## src/rtl/fwd_pkg.sv

```systemverilog
// Shared definitions for the EX-stage forwarding select controller.
package fwd_pkg;

  localparam int unsigned REG_ADDR_W = 5;
  localparam int unsigned SEL_W      = 2;

  // 3:1 operand mux select codes
  localparam logic [SEL_W-1:0] SEL_REGFILE = 2'd0;
  localparam logic [SEL_W-1:0] SEL_EXMEM   = 2'd1;
  localparam logic [SEL_W-1:0] SEL_MEMWB   = 2'd2;

  // Destination metadata tracked per pipeline stage
  typedef struct packed {
    logic                  valid;
    logic [REG_ADDR_W-1:0] rd;
    logic                  we;
    logic                  load;
  } stage_entry_t;

  // Younger producer (EX) wins over older (MEM); x0 is never forwarded.
  function automatic logic [SEL_W-1:0] fwd_sel(
    input logic [REG_ADDR_W-1:0] rs,
    input stage_entry_t          ex,
    input stage_entry_t          mem
  );
    logic [SEL_W-1:0] sel;
    sel = SEL_REGFILE;
    if (rs == '0) begin
      sel = SEL_REGFILE;
    end else if (ex.valid && ex.we && (ex.rd == rs)) begin
      sel = SEL_EXMEM;
    end else if (mem.valid && mem.we && (mem.rd == rs)) begin
      sel = SEL_MEMWB;
    end
    return sel;
  endfunction

endpackage

```

## src/rtl/fwd_stage_reg.sv

```systemverilog
// Per-stage destination metadata register with hold and bubble insert.
module fwd_stage_reg
  import fwd_pkg::*;
(
  input  logic         clk,
  input  logic         rst,
  input  logic         hold,
  input  logic         bubble,
  input  stage_entry_t entry_in,
  output stage_entry_t entry_out
);

  stage_entry_t entry_d;
  stage_entry_t entry_q;

  // Next entry: hold wins, then bubble (all-zero, so we=0), else load
  always_comb begin
    entry_d = entry_q;
    if (!hold) begin
      entry_d = bubble ? '0 : entry_in;
    end
  end

  // Stage register, cleared asynchronously
  always_ff @(posedge clk or posedge rst) begin
    if (rst) begin
      entry_q <= '0;
    end else begin
      entry_q <= entry_d;
    end
  end

  assign entry_out = entry_q;

endmodule

```

## src/rtl/fwd_select_ctrl.sv

```systemverilog
// Registered EX operand-mux select generation with load-use hazard detection.
module fwd_select_ctrl #(
  parameter int unsigned REG_ADDR_W = 5,
  parameter int unsigned SEL_W      = 2
) (
  input  logic                  clk,
  input  logic                  rst,
  input  logic                  id_valid,
  input  logic [REG_ADDR_W-1:0] id_rs1,
  input  logic [REG_ADDR_W-1:0] id_rs2,
  input  logic [REG_ADDR_W-1:0] id_rd,
  input  logic                  id_we,
  input  logic                  id_is_load,
  input  logic                  stall,
  input  logic                  flush,
  output logic [SEL_W-1:0]      ex_rs1_sel,
  output logic [SEL_W-1:0]      ex_rs2_sel,
  output logic                  ex_valid,
  output logic                  hazard_stall
);

  import fwd_pkg::*;

  stage_entry_t     id_entry;
  stage_entry_t     ex_entry;
  stage_entry_t     mem_entry;
  logic             ex_bubble;
  logic             load_use;
  logic [SEL_W-1:0] rs1_sel_d, rs1_sel_q;
  logic [SEL_W-1:0] rs2_sel_d, rs2_sel_q;

  // Decode entry; an invalid slot enters EX as a bubble with we/load cleared
  always_comb begin
    id_entry       = '0;
    id_entry.valid = id_valid;
    id_entry.rd    = id_rd;
    id_entry.we    = id_we & id_valid;
    id_entry.load  = id_is_load & id_valid;
  end

  // Load in EX whose result the decode instruction needs next cycle
  always_comb begin
    load_use = id_valid && ex_entry.valid && ex_entry.load && ex_entry.we &&
               (ex_entry.rd != '0) &&
               ((ex_entry.rd == id_rs1) || (ex_entry.rd == id_rs2));
    hazard_stall = load_use && !rst;
  end

  assign ex_bubble = flush || load_use;

  fwd_stage_reg u_ex_stage (
    .clk       (clk),
    .rst       (rst),
    .hold      (stall),
    .bubble    (ex_bubble),
    .entry_in  (id_entry),
    .entry_out (ex_entry)
  );

  fwd_stage_reg u_mem_stage (
    .clk       (clk),
    .rst       (rst),
    .hold      (stall),
    .bubble    (1'b0),
    .entry_in  (ex_entry),
    .entry_out (mem_entry)
  );

  // Next selects: frozen on stall, zero for bubbles, else forwarding result
  always_comb begin
    rs1_sel_d = rs1_sel_q;
    rs2_sel_d = rs2_sel_q;
    if (!stall) begin
      if (ex_bubble || !id_valid) begin
        rs1_sel_d = SEL_REGFILE;
        rs2_sel_d = SEL_REGFILE;
      end else begin
        rs1_sel_d = fwd_sel(id_rs1, ex_entry, mem_entry);
        rs2_sel_d = fwd_sel(id_rs2, ex_entry, mem_entry);
      end
    end
  end

  // Select output registers
  always_ff @(posedge clk or posedge rst) begin
    if (rst) begin
      rs1_sel_q <= '0;
      rs2_sel_q <= '0;
    end else begin
      rs1_sel_q <= rs1_sel_d;
      rs2_sel_q <= rs2_sel_d;
    end
  end

  assign ex_rs1_sel = rs1_sel_q;
  assign ex_rs2_sel = rs2_sel_q;
  assign ex_valid   = ex_entry.valid;

endmodule

```

## config.mk

```make
export PLATFORM = sky130hd
export DESIGN_NAME = fwd_select_ctrl
export DESIGN_NICKNAME = d
export VERILOG_FILES = /design/src/rtl/fwd_pkg.sv /design/src/rtl/fwd_stage_reg.sv /design/src/rtl/fwd_select_ctrl.sv
export SDC_FILE = /design/constraint.sdc
export NUM_CORES = 1
export LEC_CHECK = 0
export BUFFER_PORTS_ARGS = -buffer_cell sky130_fd_sc_hd__buf_2
export CORE_MARGIN = 2
export CORE_UTILIZATION = 40
export DETAILED_ROUTE_END_ITERATION = 8
export PLACE_DENSITY = 0.68
export SLEW_MARGIN = 20
export SYNTH_ARGS = -nofsm -noshare
export SYNTH_HDL_FRONTEND = slang
export SYNTH_HIERARCHICAL = 1
export SYNTH_SLANG_ARGS = --single-unit
```

## constraint.sdc

```tcl
create_clock -name clk -period 1.7 [get_ports clk]
set_input_delay 0.34 -clock clk [delete_from_list [all_inputs] [get_ports clk]]
set_output_delay 0.34 -clock clk [all_outputs]
set_load 0.02 [all_outputs]
```

==> impl_table.tex, run 1 <==
\begin{tabular}{lr}
\hline
Metric & Value \\
\hline
\multicolumn{2}{l}{\textbf{Routing}} \\
Starting DRT DRC Count & 23 \\
Mean number of vias per cell & approximately 5.5 \\
Detailed-route DRC error count & 0 \\
Detailed Route WL & $\sim$2.9 mm \\
Number of nets still failing antenna checks after routing & 0 \\
Number of detailed-routing iterations run before antenna repair & 4 \\
DR WL/cell & between 15 and 20 um \\
Routed vias & 999 \\
\multicolumn{2}{l}{\textbf{Clock network}} \\
H-tree depth reported by CTS & 1 \\
CTS buffer count & 3 \\
Clock insertion delay at the later pin of the skew report & about 0.31 ns \\
Total number of clock tree sinks & 19 \\
Buffers from clock root to sink, at most & 2 \\
Clock tree root buffer cell & sky130\_fd\_sc\_hd\_\_clkbuf\_4 \\
Clock transition time at the flip-flop clock pins of the worst setup and hold paths & around 0.11 ns \\
TritonCTS clock tree & done \\
\multicolumn{2}{l}{\textbf{Worst setup path}} \\
Critical path endpoint & hazard\_stall \\
CP Launch Point & u\_ex\_stage/entry\_out[2] \\
Peak fanout along the critical path & 4 \\
Worst setup path category & register to output port \\
Worst reg2reg setup slack & -0.29 ns \\
CP Data Arrival Time & 1.74 ns \\
Critical path endpoint category & output port \\
Worst Reg2Reg Path Length in Cells & 8 \\
Crit Reg-Reg Startpoint & u\_ex\_stage/entry\_out[2] \\
Required time reported for the critical path endpoint & between 1 and 1.5 ns \\
Endpoint of the worst register-to-register path & u\_ex\_stage/entry\_out[7] \\
Category of the worst setup path launch point & register \\
\multicolumn{2}{l}{\textbf{Layout}} \\
Net count of the finished layout & between 150 and 200 \\
Combined area of the multi-input logic cells & 690.7 um2 \\
Filler Cells Inserted & roughly 190 \\
Area added between synthesis and finish & 45.13\% \\
N\_diodes & 0 \\
Final cell utilization of the core & 0.6285 \\
Share of final-layout standard cells stronger than drive strength 1 & 0.4967 \\
Sequential cell area in the final layout & about 480 um2 \\
\multicolumn{2}{l}{\textbf{Power}} \\
Total leakage power & $\sim$0.77 nW \\
Share of total power in sequential cells & 0.502 \\
Proportion of power drawn by the clock network & 0.232 \\
Share of total power consumed by net switching & 0.3000 \\
Design internal power & slightly above 0.0007 W \\
Logic gate share of total power & 0.266 \\
Switching power summed over all nets & 0.0003049 W \\
Max VDD drop & 0.4665 mV \\
Power per standard cell area & about 640 nW/um2 \\
\multicolumn{2}{l}{\textbf{Min path}} \\
Type of the tightest min-delay check & input port to asynchronous set/reset pin \\
\multicolumn{2}{l}{\textbf{Logic synthesis}} \\
Mapped Area & roughly 1100 um2 \\
Average footprint of a synthesized cell & around 11 um2 \\
YS warnings & 6 \\
Post-synthesis cell count & 99 \\
\multicolumn{2}{l}{\textbf{Die}} \\
Core region area & 2522 um2 \\
Number of top-level pins & 28 \\
Starting Density & 0.4330 \\
Die ar. & between 3000 and 4000 um2 \\
Chip width & about 56 um \\
Num rows & 18 \\
Overall die height & 56.26 um \\
\multicolumn{2}{l}{\textbf{STA}} \\
Hold slack final & -0.001663 ns \\
Final worst clock skew & roughly 0.0084 ns \\
Setup WS post-layout & -0.3823 ns \\
Peak clock frequency supported by timing & around 480 MHz \\
Worst Max-Slew Pin Slew & 0.6366 ns \\
Finish-stage setup viols & 13 \\
Min cycle time layout & around 2.1 ns \\
RSZ-0062 raised after global routing & yes \\
Max-slew violation count & 0 \\
Worst rel slew slack & 0.5711 \\
Crit share post-route & 1.225 \\
Accumulated negative setup slack & -2.721 ns \\
Number of hold violations in the final report & 3 \\
\multicolumn{2}{l}{\textbf{Global route}} \\
Total GRT Usage & 0.1766 \\
Antenna violations before repair & 0 \\
First-pass GRT wire length & approximately 4.4 mm \\
Aggregate global routing overflow & 0 \\
Largest net degree at the start of global routing & 24 \\
Via count of the first global-routing pass & 984 \\
\multicolumn{2}{l}{\textbf{Run status}} \\
Violations in the final reports & negative hold slack, negative setup slack \\
Run status & complete, but fails checks \\
\multicolumn{2}{l}{\textbf{Placement}} \\
Worst-case setup slack after placement & -0.1139 ns \\
Port Buffer Count & 27 \\
RD Place Congestion & around 0.9 \\
DPL Wire Length & approximately 2.0 mm \\
\multicolumn{2}{l}{\textbf{Flow run}} \\
Max\_cap viols & 0 \\
\hline
\end{tabular}
-- worst max-delay path, cell delays in order (launching register included) --
cell	delay [ns]
sky130_fd_sc_hd__dfrtp_2	0.45
sky130_fd_sc_hd__or4_4	0.55
sky130_fd_sc_hd__nor2_4	0.12
sky130_fd_sc_hd__buf_6	0.11
sky130_fd_sc_hd__nor4_4	0.04
sky130_fd_sc_hd__buf_4	0.16
-- worst min path at each step --
| stage | start | to | slack [ns] | depth (start not counted) |
|---|---|---|---|---|
| 6_report | rst | u_mem_stage/entry_out[1] | -0.002 | 2 |
| 4_1_cts | rst | u_mem_stage/entry_out[1] | 0.005 | 2 |
| 2_1_floorplan | rst | ex_rs1_sel[0] | 0.11 | 1 |
| 3_5_place_dp | rst | ex_rs2_sel[1] | 0.28 | 2 |
| 3_3_place_gp | rst | ex_rs2_sel[0] | 0.27 | 2 |
| 5_1_grt | rst | u_mem_stage/entry_out[1] | 0.02 | 2 |
-- through the flow --
step            power, W  instances  hold slack, ns  cell area [um2]
2_1_floorplan  0.0006382        100          0.1061             1120
3_3_place_gp   0.0007310        171          0.2720             1390
3_5_place_dp   0.0007346        171          0.2814             1390
4_1_cts        0.0009837        179        0.005027             1466
5_1_grt         0.001075        183         0.02125             1585
6_report        0.001016        183       -0.001663             1585
-- timing repair --
item,CTS,global route
pin swaps,13,15
setup buffers,3,4
hold endpoints to repair,4,0
hold buffers,1,0
gates resized for setup,5,17
endpoints found under the setup margin,8,13
-- power by group through the flow --
stage / sequential (W) / clock, W / combinational [W]
detailed placement: 0.000517 / 0 / 0.000218
global placement: 0.000517 / 0 / 0.000214
finish: 0.000510 / 0.000236 / 0.000270
global route: 0.000515 / 0.000268 / 0.000293
CTS: 0.000508 / 0.000240 / 0.000236
floorplan: 0.000512 / 0 / 0.000126
-- registers in the layout, indices dropped and copies added, names as in the netlist --
signal                 count
u_ex_stage/entry_out       8
u_mem_stage/entry_out      7
ex_rs1_sel                 2
ex_rs2_sel                 2
-- placed cells by master (no fill, tap or decap), types with 4 or more instances in the layout --
| cell | count |
|---|---|
| sky130_fd_sc_hd__nand2_1 | 6 |
| sky130_fd_sc_hd__a22o_1 | 13 |
| sky130_fd_sc_hd__buf_6 | 5 |
| sky130_fd_sc_hd__buf_4 | 19 |
| sky130_fd_sc_hd__xor2_1 | 15 |
| sky130_fd_sc_hd__nand4_1 | 5 |
| sky130_fd_sc_hd__dfrtp_1 | 15 |
| sky130_fd_sc_hd__dfrtp_2 | 4 |
| sky130_fd_sc_hd__buf_2 | 26 |
-- routing by layer --
layer / share of wire / track usage / up-vias / routed length, um
met1: 0.40 / 0.2137 / 493 / 1150
met5: 0 / 0 / - / 0
met3: 0.047 / 0.02074 / 7 / 135
li1: - / - / 467 / -
met2: 0.53 / 0.3160 / 32 / 1546
met4: 0.023 / 0.07143 / 0 / 68
-- cell type report --
type | count | area share
Clock buffer | 4 | 0.01657
Inverter | 3 | 0.007103
Multi-Input combinational cell | 76 | 0.4357
Sequential cell | 19 | 0.3031
Tap cell | 30 | 0.02368
Timing Repair Buffer | 51 | 0.2139
(Power assumes the default switching activity.)
==> run 2, diff against run 1 <==
--- a/config.mk
+++ b/config.mk
@@ -5,11 +5,12 @@
 export SDC_FILE = /design/constraint.sdc
 export NUM_CORES = 1
 export LEC_CHECK = 0
+export ABC_AREA = 1
 export BUFFER_PORTS_ARGS = -buffer_cell sky130_fd_sc_hd__buf_2
 export CORE_MARGIN = 2
 export CORE_UTILIZATION = 40
 export DETAILED_ROUTE_END_ITERATION = 8
-export PLACE_DENSITY = 0.68
+export PLACE_DENSITY = 0.67
 export SLEW_MARGIN = 20
 export SYNTH_ARGS = -nofsm -noshare
 export SYNTH_HDL_FRONTEND = slang
==> run 2 against run 1 <==
Effect of this change: the run ends with negative setup slack left; cell count rose by 53%; register-to-register slack gained 0.45 ns; sequential cell count unchanged; utilization is 11 points lower; worst hold slack better by 0.0091 ns; critical path depth is 4 higher; sequential share of layout area decreased by 0.086 points; synthesized cell count is 98% higher; via count up 26%; setup slack better by 0.29 ns; power down 6.1%; first-iteration DRC count grew to 2.8 times the previous value; critical path type unchanged; critical endpoint unchanged; highest routed layer unchanged.
==> impl_table.tex, run 2 <==
\begin{tabular}{lr}
\hline
Metric & Value \\
\hline
\multicolumn{2}{l}{\textbf{Clock network}} \\
TritonCTS clock tree & done \\
Clock tree root buffer cell & sky130\_fd\_sc\_hd\_\_clkbuf\_4 \\
H-tree depth reported by CTS & 1 (unchanged) \\
Buffers from clock root to sink, at most & 2 (unchanged) \\
Total number of clock tree sinks & 19 (unchanged) \\
CTS buffer count & 3 (unchanged) \\
Clock insertion delay at the later pin of the skew report & 0.29 ns (-0.02 ns) \\
Clock transition time at the flip-flop clock pins of the worst setup and hold paths & 0.11 ns (about the same) \\
\multicolumn{2}{l}{\textbf{Global route}} \\
Antenna violations before repair & 0 (unchanged) \\
Aggregate global routing overflow & 0 (unchanged) \\
Largest net degree at the start of global routing & 22 (-8.3\%) \\
Via count of the first global-routing pass & 1,164 (+18\%) \\
First-pass GRT wire length & 4.795 mm (+9.3\%) \\
Total GRT Usage & 0.1806 (+0.004015) \\
\multicolumn{2}{l}{\textbf{STA}} \\
Final worst clock skew & 0.002294 ns (-0.006096 ns) \\
Min cycle time layout & 1.792 ns (-0.2901 ns) \\
Accumulated negative setup slack & -0.09218 ns (+2.628 ns) \\
Finish-stage setup viols & 1 (-12) \\
RSZ-0062 raised after global routing & yes \\
Peak clock frequency supported by timing & 558.0 MHz (+16\%) \\
Number of hold violations in the final report & 0 (-3) \\
Crit share post-route & 1.054 (-0.1706) \\
Setup WS post-layout & -0.09218 ns (+0.2901 ns) \\
Max-slew violation count & 0 (unchanged) \\
\multicolumn{2}{l}{\textbf{Die}} \\
Number of top-level pins & 28 (unchanged) \\
Num rows & 20 (+2) \\
Die ar. & 3648 um2 (+15\%) \\
Starting Density & 0.4202 (-0.01279) \\
Chip width & 60.40 um (+7.4\%) \\
Core region area & 3028 um2 (+20\%) \\
Overall die height & 60.40 um (+7.4\%) \\
\multicolumn{2}{l}{\textbf{Placement}} \\
Port Buffer Count & 27 (unchanged) \\
DPL Wire Length & 2.285 mm (+15\%) \\
RD Place Congestion & 0.8123 (-9.6\%) \\
\multicolumn{2}{l}{\textbf{Run status}} \\
Violations in the final reports & negative setup slack \\
Run status & complete, but fails checks \\
\multicolumn{2}{l}{\textbf{Worst setup path}} \\
CP Launch Point & u\_ex\_stage/entry\_out[4] \\
Crit path cell chain & inv\_2 -> nand2\_1 -> nand2\_1 -> nor2\_2 -> nand3\_2 -> nand2\_2 -> nand2\_4 -> nor2\_4 -> buf\_6 \\
CP Data Arrival Time & 1.45 ns (-0.29 ns) \\
Crit Reg-Reg Startpoint & u\_ex\_stage/entry\_out[4] \\
Number of buffers and inverters on the critical path & 2 (unchanged) \\
Worst setup path category & register to output port \\
Required time reported for the critical path endpoint & 1.36 ns (about the same) \\
Most common cell type on the critical path & sky130\_fd\_sc\_hd\_\_nand2\_1 \\
Peak fanout along the critical path & 4 (unchanged) \\
Peak per-stage delay on the critical path & 0.42 ns (-0.13 ns) \\
Critical path endpoint category & output port \\
Cell type of the slowest stage on the worst timing path & sky130\_fd\_sc\_hd\_\_dfrtp\_2 \\
Category of the worst setup path launch point & register \\
CP delay by family, top & simple AND/OR/NAND/NOR gates \\
\multicolumn{2}{l}{\textbf{Routing}} \\
Routed vias & 1,259 (+26\%) \\
Detailed-route DRC error count & 0 (unchanged) \\
Mean number of vias per cell & 4.496 (-18\%) \\
DR WL/cell & 10.61 um (-33\%) \\
Number of detailed-routing iterations run before antenna repair & 4 (unchanged) \\
Starting DRT DRC Count & 64 (+180\%) \\
Number of nets still failing antenna checks after routing & 0 (unchanged) \\
Detailed Route WL & 2.971 mm (+2.4\%) \\
\multicolumn{2}{l}{\textbf{Logic synthesis}} \\
Average footprint of a synthesized cell & 6.492 um2 (-41\%) \\
Synthesized Nets & roughly 220 \\
Post-synthesis cell count & 196 (+98\%) \\
Mapped Area & 1272 um2 (+16\%) \\
YS warnings & 6 (unchanged) \\
\multicolumn{2}{l}{\textbf{Layout}} \\
N\_diodes & 0 (unchanged) \\
Commonest non-fill, non-tap cells in the layout & sky130\_fd\_sc\_hd\_\_nand2\_1, sky130\_fd\_sc\_hd\_\_buf\_2, sky130\_fd\_sc\_hd\_\_inv\_1 \\
Max FFs per register & 8 (unchanged) \\
Area added between synthesis and finish & 24.29\% \\
Most common library cell in the layout ignoring fill and taps & sky130\_fd\_sc\_hd\_\_nand2\_1 \\
Net count of the finished layout & 259 (+47\%) \\
Share of final-layout standard cells stronger than drive strength 1 & 0.2712 (-0.2255) \\
Final cell utilization of the core & 0.5223 (-0.1062) \\
\multicolumn{2}{l}{\textbf{Power}} \\
Power per standard cell area & 603.6 nW/um2 (-5.8\%) \\
Final Total Pwr & 0.0009546 W (-6.1\%) \\
Max VDD drop & 0.4069 mV (-13\%) \\
Total leakage power & 0.9529 nW (+24\%) \\
\multicolumn{2}{l}{\textbf{Flow run}} \\
Max\_cap viols & 0 (unchanged) \\
\multicolumn{2}{l}{\textbf{Min path}} \\
Type of the tightest min-delay check & input port to asynchronous set/reset pin \\
\hline
\end{tabular}
==> run 2: power breakdown <==
group	internal (W)	switching [W]	total, W
Sequential	0.000476	0.0000282	0.000504
Combinational	0.0000927	0.000133	0.000226
Clock	0.0000876	0.000137	0.000225
==> run 2: repair_timing <==
action / CTS / global route
pin swaps: 5 / 6
hold buffers: 1 / 0
buffers inserted: 7 / 1
resized for setup: 8 / 6
hold endpoints to repair: 11 / 0
setup endpoints to repair: 1 / 9
==> run 2: per-stage QoR <==
| step | worst slack, ns | hold slack [ns] | std cells | instance area (um2) |
|---|---|---|---|---|
| 2_1_floorplan | 0.1330 | 0.1061 | 196 | 1272 |
| 3_3_place_gp | 0.09372 | 0.2614 | 267 | 1455 |
| 3_5_place_dp | 0.09268 | 0.2582 | 267 | 1455 |
| 4_1_cts | -0.1348 | 0.02089 | 279 | 1562 |
| 5_1_grt | -0.1993 | 0.01676 | 280 | 1582 |
| 6_report | -0.09218 | 0.007418 | 280 | 1582 |
==> run 2: path summary, 6_finish.rpt <==
path,cells past startpoint,to,slack (ns)
worst max-delay path,9,hazard_stall,-0.09
worst min-delay path,2,u_ex_stage/entry_out[0],0.007
worst max register to register,10,u_ex_stage/entry_out[4],0.16
worst min register to register,2,ex_rs1_sel[1],0.49
max in group asynchronous,3,u_mem_stage/entry_out[4],0.93
min in group clk,3,u_ex_stage/entry_out[2],0.23
==> run 2: metal layers <==
metal / vias up / routed length [um] / global-route usage
met3: 7 / 160 / 0.02985
met1: 552 / 1327 / 0.2287
met4: 0 / 61 / 0.06667
met2: 34 / 1421 / 0.3106
li1: 666 / - / -
met5: - / 0 / 0
==> run 2: layout make-up <==
| type | instances | area (um2) |
|---|---|---|
| clock buffers | 3 | 22.52 |
| clock inverters | 1 | 5.005 |
| fillers | 303 | 1446 |
| inverters | 26 | 97.59 |
| multi-input cells | 149 | 696.9 |
| flip-flops and latches | 19 | 478.0 |
| well taps | 44 | 55.05 |
| repair buffers | 38 | 226.5 |
==> run 3, diff against run 2 <==
--- a/config.mk
+++ b/config.mk
@@ -10,9 +10,8 @@
 export CORE_MARGIN = 2
 export CORE_UTILIZATION = 40
 export DETAILED_ROUTE_END_ITERATION = 8
-export PLACE_DENSITY = 0.67
+export PLACE_DENSITY = 0.68
 export SLEW_MARGIN = 20
 export SYNTH_ARGS = -nofsm -noshare
 export SYNTH_HDL_FRONTEND = slang
-export SYNTH_HIERARCHICAL = 1
 export SYNTH_SLANG_ARGS = --single-unit
==> run 3 against run 2 <==
Effect of this change: the run still ends with negative setup slack left; die area down 6.1%; clock skew up 0.012 ns; highest routed layer unchanged; sequential power up 2%.
==> impl_table.tex, run 3 <==
\begin{tabular}{lr}
\hline
Metric & Value \\
\hline
\multicolumn{2}{l}{\textbf{Routing}} \\
Number of nets still failing antenna checks after routing & 0 (unchanged) \\
DR WL/cell & 11.92 um (+12\%) \\
Mean number of vias per cell & 4.954 (+10\%) \\
Starting DRT DRC Count & 26 (-59\%) \\
Routed vias & 1,194 (-5.2\%) \\
Detailed Route WL & 2.873 mm (-3.3\%) \\
Number of detailed-routing iterations run before antenna repair & 4 (unchanged) \\
Detailed-route DRC error count & 0 (unchanged) \\
\multicolumn{2}{l}{\textbf{STA}} \\
Worst rel slew slack & 0.7423 \\
Number of hold violations in the final report & 0 (unchanged) \\
Crit share post-route & 1.102 (+0.04821) \\
Setup WS post-layout & -0.1741 ns (-0.08195 ns) \\
Min cycle time layout & 1.874 ns (+0.08195 ns) \\
RSZ-0062 raised after global routing & yes \\
Final worst clock skew & 0.01438 ns (+0.01209 ns) \\
Accumulated negative setup slack & -0.1741 ns (-0.08195 ns) \\
Worst Max-Slew Pin Slew & a little under 0.4 ns \\
Max-slew violation count & 0 (unchanged) \\
Peak clock frequency supported by timing & 533.6 MHz (-4.4\%) \\
Finish-stage setup viols & 1 (unchanged) \\
\multicolumn{2}{l}{\textbf{Logic synthesis}} \\
Number of synthesized flops with an enable pin & 0 \\
Synthesized-area fraction occupied by and/or/nand/nor cells & 0.4069 \\
Average footprint of a synthesized cell & 6.838 um2 (+5.3\%) \\
Post-synthesis cell count & 174 (-11\%) \\
Commonest cells in the netlist & sky130\_fd\_sc\_hd\_\_nand2\_1, sky130\_fd\_sc\_hd\_\_dfrtp\_1, sky130\_fd\_sc\_hd\_\_nor2\_1 \\
Area contributors post-synth & sky130\_fd\_sc\_hd\_\_dfrtp\_1, sky130\_fd\_sc\_hd\_\_nand2\_1, sky130\_fd\_sc\_hd\_\_nor2\_1, sky130\_fd\_sc\_hd\_\_inv\_1, sky130\_fd\_sc\_hd\_\_o21ai\_0 \\
Synthesized Nets & 196 (-10\%) \\
Cell accounting for the most synthesized area & sky130\_fd\_sc\_hd\_\_dfrtp\_1 \\
Proportion of synthesized flip-flops having asynchronous set or reset & 1.000 \\
Flip-flop and latch count after synthesis & 19 \\
Most frequent cell after synthesis & sky130\_fd\_sc\_hd\_\_nand2\_1 \\
YS warnings & 0 (-6) \\
Multiplexer area fraction after synthesis & 0 \\
Post-synthesis share of cell area spent on full adders, half adders and majority gates & 0 \\
Number of distinct library cells after synthesis & 21 \\
Post-synth top flop & sky130\_fd\_sc\_hd\_\_dfrtp\_1 \\
Fraction of the yosys area taken by sequential cells & 0.3996 \\
Fraction of synthesized cell area taken by the top area cell type & 0.3996 \\
Post-synthesis share of cell area spent on xor and xnor gates & 0.03680 \\
Dominant combinational cell family by area after synthesis & simple AND/OR/NAND/NOR gates \\
Compound-cell area share of the yosys netlist & 0.08412 \\
Mapped Area & 1190 um2 (-6.5\%) \\
\multicolumn{2}{l}{\textbf{Worst setup path}} \\
Worst setup path category & register to output port \\
Worst reg2reg setup slack & 0.23 ns (+0.07 ns) \\
Endpoint of the worst register-to-register path & u\_ex\_stage.entry\_out[2] \\
Critical path endpoint category & output port \\
Peak fanout along the critical path & 4 (unchanged) \\
CP Data Arrival Time & 1.53 ns (+0.08 ns) \\
Critical path endpoint & hazard\_stall \\
Category of the worst setup path launch point & register \\
Crit Reg-Reg Startpoint & u\_ex\_stage.entry\_out[2] \\
Required time reported for the critical path endpoint & 1.36 ns (about the same) \\
Worst Reg2Reg Path Length in Cells & 9 (-1) \\
CP Launch Point & u\_ex\_stage.entry\_out[5] \\
\multicolumn{2}{l}{\textbf{Clock network}} \\
H-tree depth reported by CTS & 1 (unchanged) \\
Clock transition time at the flip-flop clock pins of the worst setup and hold paths & 0.13 ns (+0.02 ns) \\
Hold buffer count at cts & 0 (-1) \\
Clock tree root buffer cell & sky130\_fd\_sc\_hd\_\_clkbuf\_4 \\
Clock insertion delay at the later pin of the skew report & 0.31 ns (+0.02 ns) \\
TritonCTS clock tree & done \\
CTS buffer count & 3 (unchanged) \\
Buffers from clock root to sink, at most & 2 (unchanged) \\
Total number of clock tree sinks & 19 (unchanged) \\
\multicolumn{2}{l}{\textbf{Global route}} \\
First-pass GRT wire length & 4.988 mm (+4.0\%) \\
Via count of the first global-routing pass & 1,105 (-5.1\%) \\
Global-route met2 utilization & 0.3178 (+0.007258) \\
Routing usage on met3 & 0.02857 (-0.001279) \\
Total GRT Usage & 0.1897 (+0.009104) \\
Antenna violations before repair & 0 (unchanged) \\
GRT Max-Usage Layer & met2 \\
Aggregate global routing overflow & 0 (unchanged) \\
Met1 track demand over resource & 0.2535 (+0.02481) \\
Largest net degree at the start of global routing & 20 (-9.1\%) \\
\multicolumn{2}{l}{\textbf{Die}} \\
Die ar. & 3427 um2 (-6.1\%) \\
Number of top-level pins & 28 (unchanged) \\
Num rows & 19 (-5.0\%) \\
Chip width & 58.54 um (-3.1\%) \\
Core region area & 2781 um2 (-8.1\%) \\
Overall die height & 58.54 um (-3.1\%) \\
Starting Density & 0.4278 (+0.007552) \\
\multicolumn{2}{l}{\textbf{Power}} \\
Max VDD drop & 0.3958 mV (-2.7\%) \\
Power per standard cell area & 661.5 nW/um2 (+9.6\%) \\
Final Total Pwr & 0.0009750 W (+2.1\%) \\
Total leakage power & 0.8131 nW (-15\%) \\
\multicolumn{2}{l}{\textbf{Layout}} \\
Combined area of the multi-input logic cells & 650.6 um2 (-6.6\%) \\
N\_diodes & 0 (unchanged) \\
Max FFs per register & 8 (unchanged) \\
Commonest non-fill, non-tap cells in the layout & sky130\_fd\_sc\_hd\_\_nand2\_1, sky130\_fd\_sc\_hd\_\_buf\_2, sky130\_fd\_sc\_hd\_\_dfrtp\_1 \\
Share of final-layout standard cells stronger than drive strength 1 & 0.3095 (+0.03834) \\
Most common library cell in the layout ignoring fill and taps & sky130\_fd\_sc\_hd\_\_nand2\_1 \\
Filler Cells Inserted & 273 (-9.9\%) \\
Sequential cell area in the final layout & 478.0 um2 (unchanged) \\
Net count of the finished layout & 233 (-10\%) \\
Area added between synthesis and finish & 23.87\% \\
Final cell utilization of the core & 0.5299 (+0.007601) \\
\multicolumn{2}{l}{\textbf{Placement}} \\
DPL Wire Length & 2.245 mm (-1.8\%) \\
Port Buffer Count & 27 (unchanged) \\
RD Place Congestion & 0.9217 (+13\%) \\
\multicolumn{2}{l}{\textbf{Run status}} \\
Violations in the final reports & negative setup slack \\
Run status & complete, but fails checks \\
\multicolumn{2}{l}{\textbf{Min path}} \\
Type of the tightest min-delay check & input port to asynchronous set/reset pin \\
\multicolumn{2}{l}{\textbf{Flow run}} \\
Max\_cap viols & 0 (unchanged) \\
\hline
\end{tabular}
-- run 3: worst min-delay path by stage --
stage	start	endpoint	slack [ns]	cells after the start
2_1_floorplan	rst	ex_rs1_sel[0]	0.29	1
4_1_cts	rst	u_mem_stage.entry_out[5]	0.05	3
3_5_place_dp	rst	ex_rs2_sel[0]	0.39	3
3_3_place_gp	rst	ex_rs2_sel[1]	0.38	3
5_1_grt	rst	u_mem_stage.entry_out[5]	0.07	3
6_report	rst	u_mem_stage.entry_out[5]	0.06	3
-- run 3: final cells by class --
class / instances / area share
multi-input combinational: 132 / 0.4414
clock buffer: 3 / 0.01528
timing repair buffer: 34 / 0.1341
sequential: 19 / 0.3243
tap: 31 / 0.02632
clock inverter: 1 / 0.005093
inverter: 21 / 0.05348
-- run 3: cell families after synthesis --
group	after synthesis
AND/OR/NAND/NOR	111
AO/OA/AOI/OAI	16
XOR/XNOR	5
buffers and inverters	23
flip-flops	19
-- run 3: worst max-delay path, cell delays in order, from the launching register on --
cell and delay [ns]:
sky130_fd_sc_hd__dfrtp_1 0.46, sky130_fd_sc_hd__inv_2 0.08, sky130_fd_sc_hd__nand2_1 0.06, sky130_fd_sc_hd__nand2_1 0.07
sky130_fd_sc_hd__nor2_2 0.12, sky130_fd_sc_hd__nand3_2 0.10, sky130_fd_sc_hd__nand2_2 0.09, sky130_fd_sc_hd__nand2_4 0.06
sky130_fd_sc_hd__nor2_4 0.08, sky130_fd_sc_hd__buf_6 0.12
-- run 3: layer usage --
metal	wire [um]	share of wire
met3	93	0.032
met1	1278	0.44
met5	0	0
met4	34	0.012
met2	1467	0.51
-- run 3: what timing repair did --
action,CTS,global route
endpoints found under the setup margin,1,1
setup buffers,2,2
pin swaps,5,6
gates resized for setup,2,13
-- run 3: where the power goes --
group / total (W) / internal (W) / switching, W
clock: 0.000242 / 0.0000896 / 0.000152
combinational: 0.000219 / 0.0000893 / 0.000129
sequential: 0.000514 / 0.000481 / 0.0000327
-- run 3: per-stage QoR --
| stage | instance area [um2] | hold WS [ns] | setup slack, ns | instances |
|---|---|---|---|---|
| after global placement | 1379 | 0.3842 | 0.1230 | 233 |
| after detailed placement | 1379 | 0.3923 | 0.09117 | 233 |
| after global routing | 1474 | 0.07045 | -0.2625 | 241 |
| after floorplan | 1190 | 0.2911 | 0.1273 | 174 |
| final | 1474 | 0.06437 | -0.1741 | 241 |
| after CTS | 1429 | 0.04662 | -0.2033 | 239 |
